$ cat config.mk
export PLATFORM = sky130hd
export DESIGN_NAME = mult4u_accum_stage
export DESIGN_NICKNAME = d
export VERILOG_FILES = /design/src/rtl/mult4u_accum_stage.sv
export SDC_FILE = /design/constraint.sdc
export NUM_CORES = 1
export LEC_CHECK = 0
export ABC_AREA = 0
export BUFFER_PORTS_ARGS = -buffer_cell sky130_fd_sc_hd__buf_2
export CAP_MARGIN = 20
export CORE_UTILIZATION = 37
export DETAILED_ROUTE_END_ITERATION = 8
export SLEW_MARGIN = 25
export SYNTH_ARGS = -nofsm -noshare
export SYNTH_HDL_FRONTEND = slang
export SYNTH_SLANG_ARGS = --single-unit
$ cat constraint.sdc
create_clock -name clk -period 4.7 [get_ports clk]
set_input_delay 0.94 -clock clk [delete_from_list [all_inputs] [get_ports clk]]
set_output_delay 0.94 -clock clk [all_outputs]
set_load 0.005 [all_outputs]
$ cat src/rtl/mult4u_accum_stage.sv
// Block accumulator behind the 4-bit unsigned multiplier: sums BLOCK_LEN products, then holds the sum for a valid/ready consumer.
// Optional mod-3 product check is enabled by defining MULT4U_RESIDUE_CHECK_EN.
module mult4u_accum_stage #(
  parameter int ACC_W     = 12,
  parameter int BLOCK_LEN = 8,
  parameter int SATURATE  = 1
) (
  input  logic             clk,
  input  logic             rst_n,
  input  logic             clear,
  input  logic             in_valid,
  output logic             in_ready,
  input  logic [3:0]       op_a,
  input  logic [3:0]       op_b,
  input  logic [7:0]       prod,
  output logic             out_valid,
  input  logic             out_ready,
  output logic [ACC_W-1:0] acc_out,
  output logic [7:0]       beat_cnt,
  output logic             ovf,
  output logic             res_err
);

  typedef enum logic {
    ACCUM = 1'b0,
    HOLD  = 1'b1
  } state_t;

  localparam logic [ACC_W-1:0] ACC_MAX     = '1;
  localparam logic [7:0]       BLOCK_LEN_C = 8'(BLOCK_LEN);

  state_t           state_q, state_d;
  logic [ACC_W-1:0] acc_q, acc_d;
  logic [7:0]       cnt_q, cnt_d;
  logic             ovf_q, ovf_d;
  logic [ACC_W:0]   acc_sum;
  logic [7:0]       cnt_inc;
  logic             accept;
  logic             transfer;

  assign accept   = (state_q == ACCUM) && in_valid && !clear;
  assign transfer = (state_q == HOLD) && out_ready && !clear;
  assign acc_sum  = {1'b0, acc_q} + {{(ACC_W-7){1'b0}}, prod};
  assign cnt_inc  = cnt_q + 8'd1;

  always_ff @(posedge clk) begin
    if (!rst_n) begin
      state_q <= ACCUM;
      acc_q   <= '0;
      cnt_q   <= '0;
      ovf_q   <= 1'b0;
    end else begin
      state_q <= state_d;
      acc_q   <= acc_d;
      cnt_q   <= cnt_d;
      ovf_q   <= ovf_d;
    end
  end

  // Clear outranks both the beat handshake and the output transfer.
  always_comb begin
    state_d = state_q;
    acc_d   = acc_q;
    cnt_d   = cnt_q;
    ovf_d   = ovf_q;
    if (clear || transfer) begin
      state_d = ACCUM;
      acc_d   = '0;
      cnt_d   = '0;
      ovf_d   = 1'b0;
    end else if (accept) begin
      cnt_d = cnt_inc;
      if (acc_sum[ACC_W]) begin
        ovf_d = 1'b1;
        acc_d = (SATURATE != 0) ? ACC_MAX : acc_sum[ACC_W-1:0];
      end else begin
        acc_d = acc_sum[ACC_W-1:0];
      end
      if (cnt_inc == BLOCK_LEN_C) begin
        state_d = HOLD;
      end
    end
  end

  always_comb begin
    in_ready  = (state_q == ACCUM);
    out_valid = (state_q == HOLD);
  end

  assign acc_out  = acc_q;
  assign beat_cnt = cnt_q;
  assign ovf      = ovf_q;

`ifdef MULT4U_RESIDUE_CHECK_EN
  logic res_err_q, res_err_d;
  logic res_mismatch;
  logic [1:0] res_a, res_b, res_p, res_ab;
  logic [3:0] res_ab_raw;

  // Base-4 digits each weigh 1 mod 3, so the residue is the folded digit sum.
  function automatic logic [1:0] mod3_8(input logic [7:0] v);
    logic [3:0] s1;
    logic [2:0] s2;
    logic [2:0] s3;
    s1 = {2'b00, v[1:0]} + {2'b00, v[3:2]} + {2'b00, v[5:4]} + {2'b00, v[7:6]};
    s2 = {1'b0, s1[1:0]} + {1'b0, s1[3:2]};
    s3 = {1'b0, s2[1:0]} + {2'b00, s2[2]};
    mod3_8 = (s3 >= 3'd3) ? 2'(s3 - 3'd3) : s3[1:0];
  endfunction

  always_comb begin
    res_a        = mod3_8({4'b0000, op_a});
    res_b        = mod3_8({4'b0000, op_b});
    res_p        = mod3_8(prod);
    res_ab_raw   = {2'b00, res_a} * {2'b00, res_b};
    res_ab       = mod3_8({4'b0000, res_ab_raw});
    res_mismatch = (res_p != res_ab);
  end

  always_comb begin
    res_err_d = res_err_q;
    if (clear || transfer) begin
      res_err_d = 1'b0;
    end else if (accept && res_mismatch) begin
      res_err_d = 1'b1;
    end
  end

  always_ff @(posedge clk) begin
    if (!rst_n) begin
      res_err_q <= 1'b0;
    end else begin
      res_err_q <= res_err_d;
    end
  end

  assign res_err = res_err_q;
`else
  logic unused_ops;
  assign unused_ops = ^{op_a, op_b};
  assign res_err    = 1'b0;
`endif

endmodule
==> results.toml, run 1 <==
[sta]
finalHoldViolCount = 0
timing_worst_slew_pin_value_ns = 0.510
min_period_over_period_pct = 61.7
timing.final.setup_violations = 0
fmaxAchievable_mhz = 345
finalSetupTns_ns = 0
hold_slack_ns = 0.457
maxSlewHeadroom_pct = 66.0
slew_violations = 0
final_skew_ns = 0.00438
fin_crit_ns = 2.90
grt_setup_unrepaired = "false"

[placed_design]
dp_hpwl_um = 2180
global_placer_s_final_weighted_congestion = 0.863
numPortBuffers = 35

[die]
ios = 45
die-height_um = 62.3
placement_rows = 21
chipWidth_um = 62.3
start_util_pct = 39.4
design.core.area_um2 = 3420
design.die.area_um2 = 3880

[synth]
synth_largest_type_area_fraction_pct = 32.7
ys_ff_latch = 22
synthTopCellsByArea = "dfxtp_1 (33%), ha_1 (8.4%), a21oi_1 (5.6%)"
warning_count_from_the_yosys_run = 0
synth-seq-area-share_pct = 32.7
synth_cells = 151
mean_instance_size_in_the_synthesized_netlist_um2 = 8.91
syn-num-nets = 182
yosys_cell_types = 42
synth_area_leader_cell = "dfxtp_1"
asyncSetResetFlopFracSynth_pct = 0
mappedNetlistArea_um2 = 1350
number_of_synthesized_flops_with_an_enable_pin = 0
dominantRegCellSynth = "dfxtp_1"

[detailed_routing]
wire_per_inst_um = 12.4
drc_violation_count_after_routing = 0
postRouteAntennaNets = 0
postRouteWirelength_um = 2880
detail_route.iter0.violations = 70
first_pass_iters = 4
via_count = 1209
routed_via_density = 5.19

[clock_tree]
clock_root_buffer = "clkbuf_4"
clock_path_buffers = 2
post_cts_resize_count = 0
htree_num_levels = 1
tritoncts.num_buffers = 3
numClockSinks = 22
clk-insertion-delay-late_ns = 0.31
post_cts_hold_buffer_count = 0
tritoncts_clock_tree = "yes"
cts_setup_buffers = 0
clk_pin_slew_ns = 0.13

[outcome]
outcome = "complete, no violations"

[run]
cap_violations = 0

[global_route]
grt_first_pass_wirelength_um = 4930
grt_remaining_overflow = 0
grt.total_usage_pct = 15.6
number_of_global_route_vias_before_repair = 1142
grt_max_degree = 18
initial_antenna_violation_count = 0

[pwr]
irDropWorstVdd_uv = 103
powerDensity_nw_per_um2 = 242
static-leakage-power_uw = 0.000702

[critical_path]
r2r_setup_slack_ns = 2.20
worstSetupPathType = "primary input to flop"
crit_path_max_fanout = 8
cells_traversed_along_the_worst_timing_path = "buf_2 > ha_1 > fa_1 > a211oi_1 > nor3_2 > o2111ai_1 > and2_1 > a21oi_2"
cp_slowest_stage_delay_ns = 0.51
critical_path.startpoint_type = "primary input"
cp.required_ns = 4.89
cp-end-kind = "flop"
critical_path.slowest_cell = "and2_1"
critPathArrivalTime_ns = 3.09

[cells_and_area]
syn_to_final_growth_pct = 19.8
final_net_count = 219
post_route_cells_drive_above_1_share_pct = 29.9
antenna_cells = 0

[hold_path]
min-delay-path-class = "flop to flop"
[registers in the layout, summed over array words and instances, names as in the netlist]
register and cells:
acc_out 12, beat_cnt 8, out_valid 1, ovf 1
[Yosys cell counts, types with 4 or more instances]
| cell type | instances |
|---|---|
| dfxtp_1 | 22 |
| a21oi_1 | 15 |
| ha_1 | 9 |
| o21a_1 | 4 |
| o21ai_0 | 13 |
| nor2_1 | 10 |
| xnor2_1 | 4 |
| xor2_1 | 7 |
| nand2_1 | 9 |
| inv_1 | 4 |
| a21oi_2 | 8 |
[cell families after synthesis]
kind of cell,count (synthesis),share of synthesized area [%]
other,1,0.279
AND/OR/NAND/NOR,43,18.8
buffers and inverters,8,3.07
flip-flops,22,32.7
AO/OA/AOI/OAI,56,28.1
XOR/XNOR,11,7.16
adder cells (fa/ha/maj),10,9.86
[placed cells by master, fill, tap and decap left out, types with 2 or more instances in the layout]
| cell type | Yosys | routed |
|---|---|---|
| a21oi_1 | 15 | 15 |
| and2_1 | 2 | 2 |
| ha_1 | 9 | 9 |
| o211a_1 | 2 | 2 |
| xor2_1 | 7 | 7 |
| nand2_1 | 9 | 9 |
| inv_1 | 4 | 4 |
| nand4b_1 | 2 | 2 |
| xnor2_1 | 4 | 4 |
| and3_1 | 3 | 3 |
| o21a_1 | 4 | 4 |
| clkbuf_4 | 0 | 3 |
| nor3_2 | 2 | 2 |
| o211ai_1 | 2 | 2 |
| nand4_1 | 2 | 2 |
| nor2b_1 | 3 | 3 |
| buf_2 | 0 | 35 |
| o2111ai_1 | 3 | 3 |
| nor2_1 | 10 | 10 |
| dfxtp_1 | 22 | 22 |
| o21ai_0 | 13 | 13 |
| a211oi_1 | 2 | 2 |
| a21o_1 | 2 | 2 |
| a21oi_2 | 8 | 8 |
[critical path: cells and delay by family]
kind	cells	cell delay, ns
adders and majority gates	2	0.64
and+or+nand+nor	2	0.62
buffers and inverters	1	0.10
AOI/OAI and AO/OA	3	0.80
[power breakdown]
part           internal [µW]  total, µW  switching [µW]  leakage, µW
sequential               189        192            2.59     0.000178
combinational           21.8       52.6            30.8     0.000496
clock                   86.2        146            59.5    0.0000279
[area by class of cell]
cell class	instances	area, µm²
Fill cell	359	1800
Multi-Input combinational cell	121	863
Sequential cell	22	440
Timing Repair Buffer	36	183
Tap cell	46	57.6
Clock inverter	1	30.0
Clock buffer	3	22.5
Inverter	4	15.0
[final timing paths]
path / end / cells after the start / startpoint
setup / recovery: acc_out[5] / 8 / prod[0]
hold / removal: ovf / 2 / ovf
setup reg to reg: acc_out[5] / 7 / acc_out[0]
hold reg to reg: ovf / 2 / ovf
[layer usage]
layer | global-route usage, % | routed length, µm | vias up
li1 | - | - | 619
met2 | 26.0 | 1330 | 32
met3 | 2.76 | 118 | 4
met1 | 20.0 | 1390 | 554
met5 | 0 | 0 | -
met4 | 6.10 | 42 | 0
[metrics by stage]
stage / total power (µW) / cells / worst slack [ns] / utilization [%] / cell area, µm²
2_1_floorplan: 233 / 151 / 2.01 / - / 1350
3_3_place_gp: 247 / 229 / 1.46 / 45.6 / 1560
3_5_place_dp: 248 / 229 / 1.46 / 45.6 / 1560
4_1_cts: 395 / 233 / 1.80 / 47.2 / 1610
5_1_grt: 408 / 233 / 1.59 / 47.2 / 1610
6_report: 390 / 233 / 1.80 / 47.2 / 1610
No activity file was read; power rests on OpenSTA's default activity.
==> run 2: changes to the inputs <==
Clock period 4.7 ns to 2.6 ns, I/O delays scaled along.
==> run 2 against run 1 <==
  * Via count is 3.3% higher
  * Final area rose by 1.9%
  * Wire length is 3.2% higher
  * Combinational power is 85% higher
  * Global-route usage grew 0.45 points
  * Clock power increased by 84%
  * Register-to-register slack worse by 1.8 ns
  * Critical path type is now flop to flop
==> results.toml, run 2 (synthesis gave the netlist of run 1 again) <==
[outcome]
outcome = "complete, no violations"

[clock_tree]
numClockSinks = 22
clk_pin_slew_ns = 0.13
clock_path_buffers = 2
clock_root_buffer = "clkbuf_4"
tritoncts_clock_tree = "yes"
tritoncts.num_buffers = 3
clk-insertion-delay-late_ns = 0.32
cts_setup_buffers = 0
htree_num_levels = 1
post_cts_hold_buffer_count = 0
post_cts_resize_count = 0

[die]
chipWidth_um = 62.3
design.core.area_um2 = 3420
design.die.area_um2 = 3880
placement_rows = 21
start_util_pct = 39.4
die-height_um = 62.3
ios = 45

[hold_path]
min-delay-path-class = "flop to flop"
hold_depth = 2

[sta]
finalHoldViolCount = 0
timing.final.setup_violations = 0
finalSetupTns_ns = 0
slew_violations = 0
grt_setup_unrepaired = "false"
worst_slack_ns = 0.433
final_skew_ns = 0.00270
fin_crit_ns = 2.17
fmaxAchievable_mhz = 461
min_period_over_period_pct = 83.4

[detailed_routing]
wire_per_inst_um = 12.5
postRouteAntennaNets = 0
routed_via_density = 5.27
drc_violation_count_after_routing = 0
detail_route.iter0.violations = 66
via_count = 1249
postRouteWirelength_um = 2970
first_pass_iters = 4

[cells_and_area]
syn_to_final_growth_pct = 22.0
layout.cells.most_common_list = "buf_2 (35), dfxtp_1 (22), a21oi_1 (15), o21ai_0 (13), nor2_1 (10)"
number_of_flip_flops_in_the_largest_register = 12
final_net_count = 223
final_common_cell = "buf_2"
post_route_cells_drive_above_1_share_pct = 31.4
antenna_cells = 0

[placed_design]
global_placer_s_final_weighted_congestion = 0.839
numPortBuffers = 35
place_ws_ns = 0.100
dp_hpwl_um = 2300

[pwr]
comb_power_share_pct = 13.7
irDropWorstVdd_uv = 342
static-leakage-power_uw = 0.000721
p_switching_uw = 172
sequentialPowerShare_pct = 48.7
powerDensity_nw_per_um2 = 434
clock_power_share_pct = 37.6
switching_share_pct = 24.1
internal_power_component_uw = 540

[global_route]
grt_first_pass_wirelength_um = 5010
grt_max_degree = 14
number_of_global_route_vias_before_repair = 1139
initial_antenna_violation_count = 0
grt.total_usage_pct = 16.1
grt_remaining_overflow = 0

[critical_path]
cp_slowest_stage_delay_ns = 0.42
worstSetupPathType = "flop to flop"
critPathArrivalTime_ns = 2.39
cells_traversed_along_the_worst_timing_path = "ha_1 > fa_1 > a211oi_1 > nor3_2 > o2111ai_1 > and2_1 > buf_4 > a21oi_2"
cp.required_ns = 2.82
critical_path_depth = 8
crit_path_max_fanout = 4
critPathBufInv = 1
critical_path.startpoint_type = "flop"
cp_top_delay_family = "compound AO/OA/AOI/OAI gates"
worst-r2r-cell-count = 8
cp-end-kind = "flop"
r2r_setup_slack_ns = 0.43
critical_path.slowest_cell = "fa_1"

[run]
cap_violations = 0
-- run 2: cell count changes in the layout (fill, tap and decap cells not counted), sizes merged --
| cell | previous run | this run |
|---|---|---|
| buf | 36 | 40 |
-- run 2: layout make-up --
type / count / area [µm²]
timing repair buffer: 40 / 213
clock buffer: 3 / 22.5
multi-input combinational: 121 / 863
inverter: 4 / 15.0
tap: 46 / 57.6
fill: 349 / 1770
sequential: 22 / 440
clock inverter: 1 / 30.0
-- run 2: per-layer routing --
| metal | up-vias | routed length (µm) | global-route usage, % |
|---|---|---|---|
| met3 | 4 | 130 | 4.60 |
| met2 | 37 | 1540 | 29.1 |
| li1 | 632 | - | - |
| met1 | 576 | 1260 | 18.1 |
| met5 | - | 0 | 0 |
| met4 | 0 | 40 | 4.65 |
-- run 2: power groups by stage --
stage / clock [µW] / sequential (µW) / combinational [µW]
after global routing: 296 / 348 / 108
after detailed placement: 0 / 354 / 97.2
after CTS: 279 / 347 / 97.7
after global placement: 0 / 354 / 95.4
final: 268 / 347 / 97.2
after floorplan: 0 / 354 / 67.4
-- run 2: tightest hold or removal path: cells and delay by family (launching register included) --
family	cells	cell delay (ns)
AO/OA/AOI/OAI	1	0.05
buffers and inverters	1	0.05
flip-flops	1	0.33
-- run 2: stage by stage --
step	cell area, µm²	hold slack [ns]	util (%)	power (µW)	instances
2_1_floorplan	1350	0.442	-	422	151
3_3_place_gp	1590	0.437	46.5	449	233
3_5_place_dp	1590	0.440	46.5	452	233
4_1_cts	1640	0.458	48.1	724	237
5_1_grt	1640	0.496	48.1	752	237
6_report	1640	0.453	48.1	712	237
-- run 2: worst paths after layout --
check	from	end
setup / recovery	acc_out[0]	acc_out[6]
hold reg to reg	ovf	ovf
hold / removal	ovf	ovf
setup reg to reg	acc_out[0]	acc_out[6]
